[src/rtl/i2s_slave_tx_pkg.sv]
// i2s_slave_tx_pkg: shared I2S word-select encoding, word width and transmitter state type.
package i2s_slave_tx_pkg;
  localparam logic I2S_WS_LEFT = 1'b0;
  localparam logic I2S_WS_RIGHT = 1'b1;
  localparam int AUDIO_WORD_W = 32;
  typedef enum logic [1:0] {
    ST_IDLE  = 2'd0,
    ST_LEFT  = 2'd1,
    ST_RIGHT = 2'd2
  } tx_state_t;
endpackage

[src/rtl/i2s_slave_tx_sync_edge.sv]
// i2s_slave_tx_sync_edge: synchronise an asynchronous input and produce registered edge pulses.
//  clk   in   system clock
//  nrst  in   asynchronous active-low reset
//  d     in   asynchronous input
//  level out  synchronised level (SYNC_STAGES clk latency)
//  rise  out  one-clk pulse, SYNC_STAGES+1 clk after a rising edge of d
//  fall  out  one-clk pulse, SYNC_STAGES+1 clk after a falling edge of d
module i2s_slave_tx_sync_edge #(
  parameter int SYNC_STAGES = 2
) (
  input  logic clk,
  input  logic nrst,
  input  logic d,
  output logic level,
  output logic rise,
  output logic fall
);
  logic [SYNC_STAGES-1:0] sync;
  logic hist;
  assign level = sync[SYNC_STAGES-1];
  always_ff @(posedge clk or negedge nrst) begin
    if (!nrst) begin
      sync <= '0;
      hist <= 1'b0;
      rise <= 1'b0;
      fall <= 1'b0;
    end else begin
      sync <= {sync[SYNC_STAGES-2:0], d};
      hist <= level;
      rise <= level & ~hist;
      fall <= ~level & hist;
    end
  end
endmodule

[src/rtl/i2s_slave_tx.sv]
// i2s_slave_tx: I2S (Philips) slave transmitter driving SD from an external BCK/WS, fed by a valid/ready holding register.
//  clk            in   system clock, >= 8x BCK
//  nrst           in   asynchronous active-low reset
//  i2s_ck         in   external bit clock (asynchronous)
//  i2s_ws         in   external word select, 0 = left, 1 = right (asynchronous)
//  i2s_sd         out  serial data, registered, changes one clk after the internal BCK fall pulse
//  left_channel   in   left word offered upstream
//  right_channel  in   right word offered upstream
//  valid          in   upstream pair valid
//  ready          out  holding register empty
//  underrun       out  one-clk pulse when a left slot starts with the holding register empty
module i2s_slave_tx
  import i2s_slave_tx_pkg::*;
#(
  parameter int DATA_WIDTH = AUDIO_WORD_W,
  parameter int SYNC_STAGES = 2
) (
  input  logic                  clk,
  input  logic                  nrst,
  input  logic                  i2s_ck,
  input  logic                  i2s_ws,
  output logic                  i2s_sd,
  input  logic [DATA_WIDTH-1:0] left_channel,
  input  logic [DATA_WIDTH-1:0] right_channel,
  input  logic                  valid,
  output logic                  ready,
  output logic                  underrun
);
  localparam int CW = $clog2(DATA_WIDTH) + 1;
  logic ck_rise, ck_fall, ws_s;
  logic ck_level_unused, ws_rise_unused, ws_fall_unused;
  logic ws_q, slot_pend, full;
  logic [DATA_WIDTH-1:0] hold_l, hold_r, shift_l, shift_r;
  logic [CW-1:0] bitcnt;
  tx_state_t state;
  i2s_slave_tx_sync_edge #(.SYNC_STAGES(SYNC_STAGES)) u_ck (
    .clk(clk), .nrst(nrst), .d(i2s_ck),
    .level(ck_level_unused), .rise(ck_rise), .fall(ck_fall)
  );
  i2s_slave_tx_sync_edge #(.SYNC_STAGES(SYNC_STAGES)) u_ws (
    .clk(clk), .nrst(nrst), .d(i2s_ws),
    .level(ws_s), .rise(ws_rise_unused), .fall(ws_fall_unused)
  );
  // WS is sampled on BCK rise; a change arms slot_pend, consumed on the next BCK fall
  // (the one-BCK Philips delay). Accept and load are exclusive: accept needs ready, load needs full.
  always_ff @(posedge clk or negedge nrst) begin
    if (!nrst) begin
      state     <= ST_IDLE;
      ws_q      <= I2S_WS_LEFT;
      slot_pend <= 1'b0;
      full      <= 1'b0;
      ready     <= 1'b1;
      underrun  <= 1'b0;
      hold_l    <= '0;
      hold_r    <= '0;
      shift_l   <= '0;
      shift_r   <= '0;
      bitcnt    <= '0;
      i2s_sd    <= 1'b0;
    end else begin
      underrun <= 1'b0;
      if (valid && ready) begin
        hold_l <= left_channel;
        hold_r <= right_channel;
        full   <= 1'b1;
        ready  <= 1'b0;
      end
      if (ck_rise) begin
        ws_q <= ws_s;
        if (ws_s != ws_q) slot_pend <= 1'b1;
      end
      if (ck_fall) begin
        slot_pend <= 1'b0;
        if (slot_pend && ws_q == I2S_WS_LEFT) begin
          state   <= ST_LEFT;
          bitcnt  <= CW'(1);
          shift_l <= full ? hold_l << 1 : '0;
          shift_r <= full ? hold_r : '0;
          i2s_sd  <= full & hold_l[DATA_WIDTH-1];
          if (full) begin
            full  <= 1'b0;
            ready <= 1'b1;
          end else underrun <= 1'b1;
        end else if (slot_pend && state != ST_IDLE) begin
          state   <= ST_RIGHT;
          bitcnt  <= CW'(1);
          i2s_sd  <= shift_r[DATA_WIDTH-1];
          shift_r <= shift_r << 1;
        end else if (state != ST_IDLE && bitcnt < CW'(DATA_WIDTH)) begin
          bitcnt <= bitcnt + 1'b1;
          i2s_sd <= state == ST_LEFT ? shift_l[DATA_WIDTH-1] : shift_r[DATA_WIDTH-1];
          if (state == ST_LEFT) shift_l <= shift_l << 1;
          else shift_r <= shift_r << 1;
        end else i2s_sd <= 1'b0;
      end
    end
  end
endmodule

[config.mk]
export PLATFORM = sky130hd
export DESIGN_NAME = i2s_slave_tx
export DESIGN_NICKNAME = d
export VERILOG_FILES = /design/src/rtl/i2s_slave_tx_pkg.sv /design/src/rtl/i2s_slave_tx_sync_edge.sv /design/src/rtl/i2s_slave_tx.sv
export SDC_FILE = /design/constraint.sdc
export NUM_CORES = 1
export LEC_CHECK = 0
export CORE_MARGIN = 10
export CORE_UTILIZATION = 45
export CTS_CLUSTER_DIAMETER = 50
export DETAILED_ROUTE_END_ITERATION = 8
export PLACE_DENSITY = 0.64
export SYNTH_ARGS = -nofsm -noshare
export SYNTH_HDL_FRONTEND = slang
export SYNTH_HIERARCHICAL = 1
export SYNTH_SLANG_ARGS = --single-unit
export TNS_END_PERCENT = 20
[constraint.sdc]
create_clock -name clk -period 1.95 [get_ports clk]
set_clock_uncertainty 0.1 [all_clocks]
set_input_delay 0.2925 -clock clk [delete_from_list [all_inputs] [get_ports clk]]
set_output_delay 0.2925 -clock clk [all_outputs]
set_load 0.01 [all_outputs]
==> flow_summary_export.csv <==
group,metric,value,unit
final_layout,diodes,0,
die,initial_utilization,45.7,%
critical_path,timing.rr.start,"slot_pend$_DFFE_PN0P_",
clock_tree,numCtsBuffers,17,
pwr,power_frac_seq,43.8,%
global_route,antenna_found_initial,0,
drt,ant_nets,0,
drt,drtIter0Drc,201,
die,die_h,144,microns
final_layout,mostFrequentLayoutCells,"dfrtp_1 (146), mux2i_1 (90), mux2_2 (69), clkdlybuf4s50_1 (69), nand2_1 (36)",
critical_path,required,2150,ps
critical_path,path_class,"reg2reg",
die,boundaryPins,72,
pwr,p_sw_share,28.0,%
critical_path,worstPathArrival,2020,ps
critical_path,crit_slowest_cell,"dfrtp_1",
pwr,power_switching,0.00319,W
global_route,grt_start_max_net_pins,45,
clock_tree,ctsRootBufferMaster,"clkbuf_16",
global_route,grt_pass1_wl,21.8,mm
placed_design,place_area,0.00788,sq mm
die,die_area,0.0207,sq mm
sta,tightestPinTransition,529,ps
drt,drc,0,
drt,drt_wl_total,12.8,mm
placed_design,dp_hpwl,8.51,mm
placed_design,dp_slack,90.7,ps
global_route,grt.met1_usage,16.9,%
sta,hold_viol_final,0,
sta,min_period,1820,ps
pwr,irDropWorstVdd,0.000927,V
sta,setup_violations,0,
final_layout,layout-drive-gt1-share,26.5,%
global_route,grt_overflow_total,0,
sta,fmax,551,MHz
global_route,grt.met3_usage,3.93,%
yosys,yosysWarningCount,6,
clock_tree,path_clk_slew,60,ps
final_layout,nets,669,
clock_tree,clk_path_buf_depth,2,
critical_path,start_kind,"flip-flop",
pwr,power_density,1340,mW/mm^2
sta,setup_tns,0,ps
final_layout,final_util,56.5,%
yosys,syn-instance-count,522,
hold_path,hold_path_class,"in2reg",
hold_path,holdCritStartpoint,"i2s_ws",
yosys,syn_nets,592,
global_route,use_met2,21.2,%
drt,vias,4060,
pwr,combPwrFrac,26.0,%
sta,fin_crit_sh,93.1,%
status,outcome,"complete, no violations",
pwr,cellInternalPower,0.00821,W
die,die_w,144,microns
yosys,syn_area,0.00690,sq mm
global_route,grt_pass1_vias,4415,
run,cap_violations,0,
sta,slew_headroom,64.8,%
placed_design,port_buffers,71,
pwr,p_clk_share,30.1,%
sta,grt_setup_unrepaired,"no",
die,std_cell_rows,45,
clock_tree,cts_tree,"done",
final_layout,finalInstanceArea,0.00852,sq mm
critical_path,cp-end-kind,"flip-flop",
drt,first_pass_iters,4,
clock_tree,post-cts-setup-buffers,0,
placed_design,gp_congestion,0.796,
critical_path,cpPeakStageDelay,490,ps
final_layout,syn_to_final_growth,23.5,%
die,core,0.0151,sq mm
sta,setup_ws,134,ps
sta,slew_viol_final,0,
drt,wl_per_cell,16.0,microns
sta,whs,217,ps
critical_path,crit_chain,"nor4b_2 > o21a_4 > buf_12 > mux2_2",
yosys,syn-mean-instance-area,13.2,sq um
critical_path,critical_path.max_fanout,18,
drt,routed_via_density,5.08,
clock_tree,cts.sinks,148,
clock_tree,worstSkewPairLatency,420,ps
clock_tree,h-tree-depth,4,
global_route,busiest_layer,"met2",
global_route,grt_usage,13.2,%
critical_path,crit_start,"slot_pend$_DFFE_PN0P_",
final_layout,final_common_cell,"dfrtp_1",
pwr,power_leakage,3.66,nW
==> sequential cells by signal, summed over array words and instances (netlist names) <==
| name | cells |
|---|---|
| u_ws/sync | 2 |
| u_ck/rise | 1 |
| u_ck/sync | 2 |
| hold_r | 32 |
| hold_l | 32 |
| underrun | 1 |
| ws_q | 1 |
| u_ck/hist | 1 |
| state | 2 |
| u_ck/fall | 1 |
| shift_r | 32 |
| slot_pend | 1 |
| bitcnt | 6 |
| ready | 1 |
| i2s_sd | 1 |
| shift_l | 31 |
| full | 1 |
==> cell type report <==
type	count	area [sq um]
clock buffer	19	443
clock inverter	13	183
fill	1267	6570
inverter	35	131
multi-input combinational	306	2830
sequential	148	3710
tap	188	235
timing repair buffer	91	988
==> through the flow <==
| step | total power [W] | instances |
|---|---|---|
| 3_5_place_dp | 0.00804 | 767 |
| 4_1_cts | 0.0116 | 800 |
| 5_1_grt | 0.0122 | 800 |
| 6_report | 0.0114 | 800 |
| 3_3_place_gp | 0.00791 | 767 |
| 2_1_floorplan | 0.00715 | 522 |
==> worst max-delay path: cells and delay by family, from the launching register on <==
| kind | cells | cell delay [ps] |
|---|---|---|
| mux | 1 | 350 |
| compound gates | 1 | 200 |
| buf+inv | 1 | 180 |
| simple gates | 1 | 380 |
| flops | 1 | 490 |
==> path summary, 6_finish.rpt <==
kind / slack (ps) / endpoint / depth (start not counted)
max: 130 / shift_l[31]$_DFFE_PN0P_ / 4
min: 220 / u_ws/sync[0]$_DFF_PN0_ / 1
max reg2reg: 130 / shift_l[31]$_DFFE_PN0P_ / 4
min reg2reg: 260 / u_ck/sync[1]$_DFF_PN0_ / 0
max in group asynchronous: 940 / hold_l[5]$_DFFE_PN0P_ / 3
min in group asynchronous: 230 / hold_l[20]$_DFFE_PN0P_ / 2
==> per-layer routing <==
layer	share of wire [%]	wire (microns)	vias to the layer above
met3	3.5	444	17
li1	-	-	1932
met4	1.2	155	0
met2	49	6200	52
met5	0	0	-
met1	47	5980	2059
==> power groups by stage <==
stage	Combinational (W)	Sequential [W]	Clock (W)
global placement	0.00290	0.00501	0
CTS	0.00303	0.00501	0.00352
detailed placement	0.00300	0.00504	0
global route	0.00333	0.00516	0.00367
floorplan	0.00245	0.00470	0
finish	0.00297	0.00500	0.00344
==> what timing repair did <==
action / CTS / global route
hold endpoints to repair: 33 / 0
setup endpoints to repair: 1 / 8
resized for setup: 1 / 1
hold buffers: 1 / 0
Note: power is estimated with default switching activity, not from simulation.
